`src/rtl/tt_bin_clock_buttons.sv`:
```
// ---------------------------------------------------------------------------
// tt_bin_clock_buttons
// Input conditioner for the binary clock's time-setting controls. Five raw
// switch/button inputs are synchronised and debounced. The two switches come
// out as clean levels. The three buttons come out as single-cycle step
// pulses, which are only produced while the debounced time_set level is high.
//
// Optional feature: define TT_BIN_CLOCK_AUTO_REPEAT_EN to build hold-to-
// auto-repeat (DELAY/REPEAT states plus repeat counter). Without it every
// press yields exactly one pulse (HOLD state).
//
// Ports:
//   clk_i            system clock (100 Hz)
//   reset_i          asynchronous, active-high reset
//   time_set_raw     raw set-mode switch
//   id_switch_raw    raw increment(1)/decrement(0) switch
//   hour_btn_raw     raw hour button, 1 = pressed
//   minute_btn_raw   raw minute button, 1 = pressed
//   seconds_btn_raw  raw seconds button, 1 = pressed
//   time_set         debounced set-mode level
//   id_switch        debounced inc/dec level
//   hour_id          one-cycle hour step pulse
//   minute_id        one-cycle minute step pulse
//   seconds_id       one-cycle seconds step pulse
// ---------------------------------------------------------------------------
module tt_bin_clock_buttons #(
    parameter int unsigned DEBOUNCE_CYCLES = 3,
    parameter int unsigned REPEAT_DELAY    = 50,
    parameter int unsigned REPEAT_PERIOD   = 20
) (
    input  logic clk_i,
    input  logic reset_i,
    input  logic time_set_raw,
    input  logic id_switch_raw,
    input  logic hour_btn_raw,
    input  logic minute_btn_raw,
    input  logic seconds_btn_raw,
    output logic time_set,
    output logic id_switch,
    output logic hour_id,
    output logic minute_id,
    output logic seconds_id
);

    localparam int unsigned N_IN   = 5;
    localparam int unsigned N_BTN  = 3;
    localparam int unsigned CNT_W  = 8;
    localparam int unsigned IDX_TS = 0;
    localparam int unsigned IDX_ID = 1;

    localparam logic [CNT_W-1:0] DB_LAST = CNT_W'(DEBOUNCE_CYCLES - 1);

    localparam logic [1:0] LOCK_HOUR    = 2'd0;
    localparam logic [1:0] LOCK_MINUTE  = 2'd1;
    localparam logic [1:0] LOCK_SECONDS = 2'd2;

    // Reject out-of-range parameter values at elaboration
    if (DEBOUNCE_CYCLES < 1 || DEBOUNCE_CYCLES > 255 ||
        REPEAT_DELAY < 2    || REPEAT_DELAY > 255    ||
        REPEAT_PERIOD < 2   || REPEAT_PERIOD > 255) begin : g_param_check
        $error("tt_bin_clock_buttons: parameter out of range");
    end

    typedef enum logic [1:0] {
        IDLE   = 2'd0,
        DELAY  = 2'd1,
        REPEAT = 2'd2,
        HOLD   = 2'd3
    } state_t;

    // Bit order: {seconds, minute, hour, id_switch, time_set}
    logic [N_IN-1:0]  raw_c;
    logic [N_IN-1:0]  sync_q1;
    logic [N_IN-1:0]  sync_q2;
    logic [N_IN-1:0]  db_lvl;
    logic [CNT_W-1:0] db_cnt [N_IN];

    logic [N_BTN-1:0] btn_lvl_c;
    logic [N_BTN-1:0] btn_sync_c;
    logic [N_BTN-1:0] btn_prev;
    logic [N_BTN-1:0] armed;
    logic [N_BTN-1:0] rise_c;
    logic [1:0]       warm;
    logic             warm_done_c;
    logic             held_c;

    state_t           state;
    logic [1:0]       lock;
`ifdef TT_BIN_CLOCK_AUTO_REPEAT_EN
    localparam logic [CNT_W-1:0] RD_LAST = CNT_W'(REPEAT_DELAY - 1);
    localparam logic [CNT_W-1:0] RP_LAST = CNT_W'(REPEAT_PERIOD - 1);
    logic [CNT_W-1:0] rep_cnt;
`endif

    assign raw_c = {seconds_btn_raw, minute_btn_raw, hour_btn_raw,
                    id_switch_raw, time_set_raw};

    // Two-flop synchronisers and per-input debounce counters
    always_ff @(posedge clk_i or posedge reset_i) begin
        if (reset_i) begin
            sync_q1 <= '0;
            sync_q2 <= '0;
            db_lvl  <= '0;
            for (int i = 0; i < N_IN; i++) begin
                db_cnt[i] <= '0;
            end
        end else begin
            sync_q1 <= raw_c;
            sync_q2 <= sync_q1;
            for (int i = 0; i < N_IN; i++) begin
                if (sync_q2[i] == db_lvl[i]) begin
                    db_cnt[i] <= '0;
                end else if (db_cnt[i] == DB_LAST) begin
                    db_lvl[i] <= ~db_lvl[i];
                    db_cnt[i] <= '0;
                end else begin
                    db_cnt[i] <= db_cnt[i] + CNT_W'(1);
                end
            end
        end
    end

    assign time_set  = db_lvl[IDX_TS];
    assign id_switch = db_lvl[IDX_ID];

    assign btn_lvl_c   = db_lvl[N_IN-1:N_IN-N_BTN];
    assign btn_sync_c  = sync_q2[N_IN-1:N_IN-N_BTN];
    assign warm_done_c = (warm == 2'd2);

    // A button only arms once it has been seen released after reset, so a
    // button held through reset release cannot produce a rising edge.
    // The synchronisers need two edges after reset before they are valid.
    always_ff @(posedge clk_i or posedge reset_i) begin
        if (reset_i) begin
            warm     <= '0;
            armed    <= '0;
            btn_prev <= '0;
        end else begin
            if (!warm_done_c) begin
                warm <= warm + 2'd1;
            end
            if (warm_done_c) begin
                armed <= armed | ~btn_sync_c;
            end
            btn_prev <= btn_lvl_c;
        end
    end

    assign rise_c = btn_lvl_c & ~btn_prev & armed;

    // Debounced level of the locked button
    always_comb begin
        held_c = 1'b0;
        case (lock)
            LOCK_HOUR:    held_c = btn_lvl_c[0];
            LOCK_MINUTE:  held_c = btn_lvl_c[1];
            LOCK_SECONDS: held_c = btn_lvl_c[2];
            default:      held_c = 1'b0;
        endcase
    end

    // Step FSM; pulses default low every cycle so none is wider than one clock
    always_ff @(posedge clk_i or posedge reset_i) begin
        if (reset_i) begin
            state      <= IDLE;
            lock       <= LOCK_HOUR;
            hour_id    <= 1'b0;
            minute_id  <= 1'b0;
            seconds_id <= 1'b0;
`ifdef TT_BIN_CLOCK_AUTO_REPEAT_EN
            rep_cnt    <= '0;
`endif
        end else begin
            hour_id    <= 1'b0;
            minute_id  <= 1'b0;
            seconds_id <= 1'b0;
            if (!db_lvl[IDX_TS]) begin
                state <= IDLE;
`ifdef TT_BIN_CLOCK_AUTO_REPEAT_EN
                rep_cnt <= '0;
`endif
            end else begin
                case (state)
                    IDLE: begin
                        if (rise_c != '0) begin
                            // Priority seconds > minute > hour
                            if (rise_c[2]) begin
                                lock       <= LOCK_SECONDS;
                                seconds_id <= 1'b1;
                            end else if (rise_c[1]) begin
                                lock      <= LOCK_MINUTE;
                                minute_id <= 1'b1;
                            end else begin
                                lock    <= LOCK_HOUR;
                                hour_id <= 1'b1;
                            end
`ifdef TT_BIN_CLOCK_AUTO_REPEAT_EN
                            rep_cnt <= '0;
                            state   <= DELAY;
`else
                            state   <= HOLD;
`endif
                        end
                    end
`ifdef TT_BIN_CLOCK_AUTO_REPEAT_EN
                    DELAY, REPEAT: begin
                        if (!held_c) begin
                            state   <= IDLE;
                            rep_cnt <= '0;
                        end else if (rep_cnt == ((state == DELAY) ? RD_LAST : RP_LAST)) begin
                            hour_id    <= (lock == LOCK_HOUR);
                            minute_id  <= (lock == LOCK_MINUTE);
                            seconds_id <= (lock == LOCK_SECONDS);
                            rep_cnt    <= '0;
                            state      <= REPEAT;
                        end else begin
                            rep_cnt <= rep_cnt + CNT_W'(1);
                        end
                    end
`endif
                    HOLD: begin
                        if (!held_c) begin
                            state <= IDLE;
                        end
                    end
                    default: state <= IDLE;
                endcase
            end
        end
    end

endmodule

```
`config.mk`:
```
export PLATFORM = sky130hd
export DESIGN_NAME = tt_bin_clock_buttons
export DESIGN_NICKNAME = d
export VERILOG_FILES = /design/src/rtl/tt_bin_clock_buttons.sv
export SDC_FILE = /design/constraint.sdc
export NUM_CORES = 1
export LEC_CHECK = 0
export CAP_MARGIN = 20
export CELL_PAD_IN_SITES_DETAIL_PLACEMENT = 1
export CELL_PAD_IN_SITES_GLOBAL_PLACEMENT = 1
export CORE_MARGIN = 4
export CORE_UTILIZATION = 52
export DETAILED_ROUTE_END_ITERATION = 16
export PLACE_DENSITY_LB_ADDON = 0.12
export SETUP_SLACK_MARGIN = 0.3
export SYNTH_ARGS = -nofsm -noshare
export SYNTH_HDL_FRONTEND = slang
export SYNTH_SLANG_ARGS = --single-unit
```
`constraint.sdc`:
```
create_clock -name clk_i -period 3 [get_ports clk_i]
set_input_delay 0.3 -clock clk_i [delete_from_list [all_inputs] [get_ports clk_i]]
set_output_delay 0.3 -clock clk_i [all_outputs]
set_load 0.02 [all_outputs]
```
# Word level (Yosys, flattened, before mapping)
# Cells that the tools add are included.
[word_totals] reg_bits=70 input_bits=7 out_inout_bits=5 word_cells=98
[op_classes] addsub=6 eq_ne=16 mux=31 n_bitwise=15 reduce_logical=10
[op_table] cell="$mux W8" n=10
[op_table] cell="$add A8 B1 Y8 const B" n=5
[op_table] cell="$eq A8 B2 Y1 const B" n=5
[op_table] cell="$mux W1" n=15
[op_table] cell="$reduce_and A2 Y1" n=6
[op_table] cell="$not A1 Y1" n=10
[op_table] cell="$mux W2" n=4
[op_table] cell="$and A3 B3 Y3" n=2
[op_table] cell="$eq A2 B2 Y1 const B" n=3
[op_table] cell="$ne A3 B3 Y1 const B" n=2
[op_table] cell="$not A3 Y3" n=2
[op_table] cell="$eq A1 B1 Y1" n=5
[op_table] cell="$logic_not A2 Y1" n=2
[op_table] cell="$pmux W2 S2" n=1
[op_table] cell="$or A3 B3 Y3" n=1
[op_table] cell="$pmux W1 S3" n=1
[op_table] cell="$reduce_and A3 Y1" n=1
[op_table] cell="$reduce_bool A3 Y1" n=1
[op_table] cell="$add A2 B1 Y2 const B" n=1
[op_table] cell="$eq A2 B1 Y1 const B" n=1

# Logic depth before layout (Yosys ltp)
# Gate-level depths: netlist (run 1).
[depth] word_depth=8 ltp_mapped=5 ltp_nobuf=5

# Worst setup path after synthesis (run 1)
# Ideal clock, no wire load.
[synth_timing] path_type="reg2reg" start="register db_cnt[32] (netlist name)" end="register db_lvl[0]" setup_ns=0.128 arrival_ns=1.516 required_time_ns=2.872 path_slack_ns=1.356 stages_incl_launch_ff=6 path_buffers=0 synth_period_minus_slack_ns=1.644 cell_sequence="dfrtp_1 -> inv_1 -> ha_1 -> or4b_4 -> nor4_2 -> mux2_1"
[synth_between] elab_chain_cells=2
[synth_lines] element="start: declaration" line_no="76" rtl="logic [CNT_W-1:0] db_cnt [N_IN];"
[synth_lines] element="start signal: indexed assignment" line_no="117" rtl="db_cnt[i] <= db_cnt[i] + CNT_W'(1);"
[synth_lines] element="$eq A8 B2 Y1" line_no="113" rtl="end else if (db_cnt[i] == DB_LAST) begin"
[synth_lines] element="$reduce_and A2 Y1 (no source line)"
[synth_lines] element="end signal: indexed assignment" line_no="114" rtl="db_lvl[i] <= ~db_lvl[i];"
[synth_lines] element="end: declaration" line_no="75" rtl="logic [N_IN-1:0] db_lvl;"
# No other way between the ends.
# A chain may end at the register's enable or synchronous reset.

# Worst setup path after layout (run 1)
[layout_timing] start="register db_cnt[32] (netlist name)" end="register db_cnt[35] (netlist name)"
[layout_between] elab_chain_cells=3 elab_cells_between_ends=4 classes_between="add/sub: 1; eq/ne: 1; mux: 2"
[layout_lines] element="$add A8 B1 Y8 / $eq A8 B2 Y1 (equally long branches)" line_no="117, 113"
[layout_lines] element="$mux W8 (*)" line_no="113"
[layout_lines] element="$mux W8 (*)" line_no="111" rtl="if (sync_q2[i] == db_lvl[i]) begin"
# Mark *: on every way between the ends. The rest lies on a longest branch, timed or not.

==> results of run 1 <==
final cells by class:
cell class,count,share of cell area
inverter,11,0.0120
sequential,69,0.501
clock buffer,10,0.0399
clock inverter,6,0.0319
tap,72,0.0261
timing repair buffer,12,0.0377
multi-input combinational,179,0.352
per-stage QoR:
| stage | std cells | util |
|---|---|---|
| final | 359 | 0.622 |
| after floorplan | 259 | - |
| after detailed placement | 343 | 0.578 |
| after global placement | 343 | 0.578 |
| after global routing | 359 | 0.622 |
| after CTS | 359 | 0.622 |
registers in the layout, indices dropped and copies added, names as in the netlist, 2 cells and up:
register,cells
armed,3
sync_q2,5
db_cnt,40
sync_q1,5
db_lvl,5
lock,2
warm,2
btn_prev,3
worst paths after layout:
path	from	endpoint	slack (ps)	cells past startpoint
worst min register to register	sync_q1[4]$_DFF_PP0_	sync_q2[4]$_DFF_PP0_	350	0
min in group clk_i	sync_q1[4]$_DFF_PP0_	sync_q2[4]$_DFF_PP0_	350	0
worst max-delay path	db_cnt[32]$_DFF_PP0_	db_cnt[35]$_DFF_PP0_	1190	5
worst max register to register	db_cnt[32]$_DFF_PP0_	db_cnt[35]$_DFF_PP0_	1190	5
worst min-delay path	reset_i	db_cnt[39]$_DFF_PP0_	240	2
max in group asynchronous	reset_i	db_cnt[10]$_DFF_PP0_	2160	3
layer usage:
metal	track usage	routed length, um
met5	0	0
met4	0.0731	123
met3	0.0523	156
met2	0.320	3010
met1	0.223	2520
placed cells by master, fill, tap and decap left out, types with 2 or more instances in the layout:
| master | synthesis | layout |
|---|---|---|
| dfrtp_1 | 69 | 69 |
| or4b_2 | 3 | 3 |
| nor3_1 | 2 | 2 |
| inv_1 | 11 | 10 |
| xnor2_1 | 10 | 10 |
| nand3_1 | 16 | 16 |
| mux2i_1 | 2 | 2 |
| o21bai_4 | 3 | 3 |
| a21o_1 | 5 | 5 |
| xor2_1 | 11 | 11 |
| nand2_1 | 12 | 12 |
| nand4_1 | 4 | 4 |
| and3b_1 | 3 | 3 |
| ha_1 | 11 | 11 |
| or3_1 | 18 | 18 |
| nor2_1 | 26 | 26 |
| clkinvlp_4 | 0 | 2 |
| clkbuf_8 | 0 | 10 |
| bufinv_16 | 0 | 3 |
| o21ai_0 | 19 | 19 |
| o31ai_1 | 4 | 4 |
| a21oi_1 | 16 | 16 |
| clkdlybuf4s50_1 | 0 | 11 |
logic make-up (layout without fill, tap and decap cells):
logic type | after synthesis | after routing | share of synthesized area
AOI/OAI and AO/OA | 51 | 51 | 0.118
xor gates and xnor gates | 21 | 21 | 0.0617
adders and majority gates | 11 | 11 | 0.0462
buffers and inverters | 11 | 39 | 0.0139
DFF | 69 | 69 | 0.579
muxes | 4 | 4 | 0.0143
and+or+nand+nor | 92 | 92 | 0.167
power by group:
group | switching, uW | internal (uW) | total [uW]
clock network | 352 | 573 | 925
logic | 348 | 302 | 650
registers | 153 | 1080 | 1240
total | 852 | 1960 | 2810
==> impl_metrics.json, run 1 <==
{
  "end_kind": "flip-flop",
  "path_clk_slew_ps": 80,
  "syn_to_final_growth_pct": 15.7,
  "gp_congestion": 0.777,
  "diodes": 0,
  "cts.path.max_buffers": 2,
  "crit_chain": "inv_1 -> ha_1 -> or4b_4 -> o41ai_4 -> nor2_1",
  "grt_pass1_wl_mm": 10.4,
  "max_slew_margin": 0.649,
  "period_minus_slack_ps": 1810,
  "netlist_area_um2": 2980,
  "grt.total_usage": 0.187,
  "path_buf_inv": 1,
  "core_region_area_um2": 5540,
  "synth.avg_cell_area_um2": 11.5,
  "clkSinkCount": 69,
  "crit_type": "flip-flop to flip-flop",
  "grt-ovfl-total": 0,
  "yosysTopAreaCell": "dfrtp_1",
  "grt_max_degree": 56,
  "fin_ws_ps": 1190,
  "worstPathMaxFanout": 8,
  "insertion_delay_ps": 350,
  "ys_top_cells_by_area": "dfrtp_1, ha_1, or3_1",
  "synthFlopType": "dfrtp_1",
  "max_freq_ghz": 0.553,
  "finalSetupViolations": 0,
  "fill_cells": 603,
  "p_total_uw": 2810,
  "ys_seq_area_frac": 0.579,
  "drv_cap": 0,
  "grt_pass1_vias": 2220,
  "critPathArrivalTime_ps": 2020,
  "yosysWarningCount": 0,
  "yosysMostFrequentCell": "dfrtp_1",
  "multi_input_area_um2": 1210,
  "synth_nets": 277,
  "viasPerCell": 5.65,
  "cp-start-kind": "flip-flop",
  "cp_slowest_stage_delay_ps": 480,
  "finalHoldViolations": 0,
  "synth.ff_latch_count": 69,
  "synth_top_cell_area_share": 0.579,
  "start_util": 0.538,
  "numCtsBuffers": 9,
  "cp.required_ps": 3210,
  "cp_slowest_cell": "or4b_4",
  "die_y_um": 83.7,
  "htree_levels": 3,
  "fin_tns_setup_ps": 0,
  "netlist_instances": 259,
  "min_path_type": "input port to asynchronous set/reset pin",
  "cts_root_buffer": "clkbuf_8",
  "post-route-cell-area_um2": 3450,
  "powerDensity_nw_per_um2": 815,
  "ir_worst_vdd_mv": 0.478,
  "drtAntennaViolNets": 0,
  "vias": 2030,
  "finClkSkew_ps": 8.44,
  "cts_resized": 0,
  "period_share": 0.603,
  "max_slew.worst_pin.slew_ps": 525,
  "synth_edf_count": 0,
  "ctsHoldBuffers": 0,
  "rsz0062_at_grt": "false",
  "die_x_um": 83.7,
  "die-area_um2": 7010,
  "drive_above_1_share": 0.0976,
  "first_iter_violations": 102,
  "synth_commonest_cells": "dfrtp_1, nor2_1, o21ai_0",
  "drt-total-wl_mm": 5.81,
  "fin_nets": 300,
  "finalMaxSlewViolations": 0,
  "place_area_um2": 3200,
  "drtPass1Iterations": 3,
  "async_reset_ff_frac": 1.00,
  "postCtsSetupBuffers": 0,
  "io_pins": 12,
  "port_buffers": 11,
  "status": "finished clean",
  "dp_hpwl_mm": 3.93,
  "wl_per_cell_um": 16.2,
  "critical_path.top_delay_family": "simple AND/OR/NAND/NOR gates",
  "regArea_um2": 1730,
  "antenna_found_initial": 0,
  "synth_cell_types": 33,
  "dp_slack_ps": 1170,
  "rows": 27,
  "power.leakage_uw": 0.00150,
  "drc_errors": 0,
  "hold_ws_ps": 239,
  "tritoncts": "built"
}
(Power assumes the default switching activity.)
==> inputs of run 2 (changes only) <==
--- a/config.mk
+++ b/config.mk
@@ -9,7 +9,7 @@
 export CELL_PAD_IN_SITES_DETAIL_PLACEMENT = 1
 export CELL_PAD_IN_SITES_GLOBAL_PLACEMENT = 1
 export CORE_MARGIN = 4
-export CORE_UTILIZATION = 52
+export CORE_UTILIZATION = 44
 export DETAILED_ROUTE_END_ITERATION = 16
 export PLACE_DENSITY_LB_ADDON = 0.12
 export SETUP_SLACK_MARGIN = 0.3
==> constraint.sdc (replaced) <==
create_clock -name clk_i -period 1.6 [get_ports clk_i]
set_input_delay 0.16 -clock clk_i [delete_from_list [all_inputs] [get_ports clk_i]]
set_output_delay 0.16 -clock clk_i [all_outputs]
set_load 0.02 [all_outputs]
==> impl_metrics.json, run 2 (synthesis results as in run 1) <==
{
  "status": "complete, but fails checks",
  "violations": "setup timing",
  "period_share": 1.08,
  "cp_slowest_stage_delay_ps": 500,
  "cp-start-kind": "flip-flop",
  "finalSetupViolations": 9,
  "cts.path.max_buffers": 2,
  "rsz0062_at_grt": "true",
  "min_path_type": "input port to asynchronous set/reset pin",
  "io_pins": 12,
  "fin_nets": 325,
  "diodes": 0,
  "grt_pass1_vias": 2274,
  "drive_above_1_share": 0.296,
  "core_region_area_um2": 6460,
  "start_util": 0.461,
  "antenna_found_initial": 0,
  "final_core_util": 0.596,
  "vias": 2107,
  "dp_slack_ps": -81.0,
  "fin_ws_ps": -128,
  "insertion_delay_ps": 340,
  "first_iter_violations": 61,
  "viasPerCell": 5.43,
  "grt-ovfl-total": 0,
  "drc_errors": 0,
  "syn_to_final_growth_pct": 29.3,
  "end_kind": "flip-flop",
  "path_clk_slew_ps": 70,
  "grt.total_usage": 0.170,
  "max_freq_ghz": 0.579,
  "crit_chain": "inv_1 -> ha_1 -> or4b_4 -> nor4_4 -> mux2_4",
  "ir_worst_vdd_mv": 0.630,
  "die-area_um2": 8150,
  "drtAntennaViolNets": 0,
  "cp_slowest_cell": "or4b_4",
  "finalMaxSlewViolations": 0,
  "tritoncts": "built",
  "grt_max_degree": 32,
  "die_x_um": 90.3,
  "drv_cap": 0,
  "worstPathMaxFanout": 2,
  "largest_reg_flops": 40,
  "rows": 29,
  "crit_type": "flip-flop to flip-flop",
  "numCtsBuffers": 9,
  "fill_cells": 683,
  "grt_pass1_wl_mm": 11.1,
  "max_slew_margin": 0.674,
  "ctsHoldBuffers": 0,
  "cp.required_ps": 1820,
  "wl_per_cell_um": 16.7,
  "clkSinkCount": 69,
  "gp_congestion": 0.743,
  "drt-total-wl_mm": 6.47,
  "finalHoldViolations": 0,
  "dp_hpwl_mm": 4.12,
  "period_minus_slack_ps": 1730,
  "cts_root_buffer": "clkbuf_8",
  "mostFrequentLayoutCell": "dfrtp_1",
  "mostFrequentLayoutCells": "dfrtp_1, nor2_1, buf_4",
  "power.leakage_uw": 0.00165,
  "critPathArrivalTime_ps": 1950,
  "die_y_um": 90.3,
  "powerDensity_nw_per_um2": 1420,
  "port_buffers": 11,
  "largest-register": "db_cnt",
  "max_slew.worst_pin.slew_ps": 486,
  "htree_levels": 3,
  "finClkSkew_ps": 6.59,
  "drtPass1Iterations": 4
}
## run 2: cell types whose count changed in the layout (fill, tap and decap cells not counted), moves of 5 or more
cell,delta
buf_4,+21
a21oi_1,-10
a21oi_2,+10
ha_1,-6
nand3_1,-6
clkdlybuf4s50_1,-5
## run 2: area by class of cell
type                    count  area (um2)  area share
repair buffers             37         338      0.0877
clock buffers              14         173      0.0448
multi-input cells         179        1470       0.381
clock inverters             1        5.00     0.00130
well taps                  77        96.3      0.0250
inverters                  11        45.0      0.0117
flip-flops and latches     69        1730       0.449
## run 2: metrics by stage
stage | hold slack [ps] | total power (uW) | instances | cell area [um2] | TNS, ps
floorplan | 191 | 3230 | 259 | 3020 | -70.3
global placement | 333 | 3680 | 359 | 3340 | -35.5
detailed placement | 337 | 3740 | 359 | 3340 | -477
CTS | 189 | 5240 | 383 | 3670 | -689
global route | 199 | 5860 | 388 | 3850 | -1530
finish | 188 | 5460 | 388 | 3850 | -595
## run 2: final timing paths
path	start	endpoint	slack (ps)	cells after the start
max	db_cnt[32]$_DFF_PP0_	db_lvl[0]$_DFFE_PP0P_	-130	5
min	reset_i	db_cnt[39]$_DFF_PP0_	190	2
max reg2reg	db_cnt[32]$_DFF_PP0_	db_lvl[0]$_DFFE_PP0P_	-130	5
min reg2reg	sync_q1[2]$_DFF_PP0_	sync_q2[2]$_DFF_PP0_	350	0
max in group asynchronous	reset_i	db_cnt[17]$_DFF_PP0_	900	3
min in group clk_i	seconds_btn_raw	sync_q1[4]$_DFF_PP0_	250	1
## run 2: routing by layer
metal | vias to the layer above | wire length [um] | track usage
li1 | 1011 | - | -
met4 | 0 | 101 | 0.0523
met5 | - | 0 | 0
met1 | 1058 | 2970 | 0.223
met3 | 8 | 186 | 0.0592
met2 | 30 | 3200 | 0.266
## run 2: power breakdown
part	total (uW)	switching, uW	internal [uW]
combinational	1840	898	939
clock	1300	618	681
sequential	2330	292	2030
total	5460	1810	3650
## run 2: what timing repair did
action,CTS,global route
endpoints found under the setup margin,42,44
buffers inserted,9,5
pin swaps,8,9
endpoints found under the hold margin,0,0
gates resized for setup,26,32
## run 2: worst max-delay path, delay by kind of cell, from the launching register on
| family | cells | cell delay (ps) |
|---|---|---|
| simple gates | 2 | 700 |
| mux | 1 | 330 |
| fa+ha+maj | 1 | 140 |
| flops | 1 | 380 |
| buf+inv | 1 | 60 |
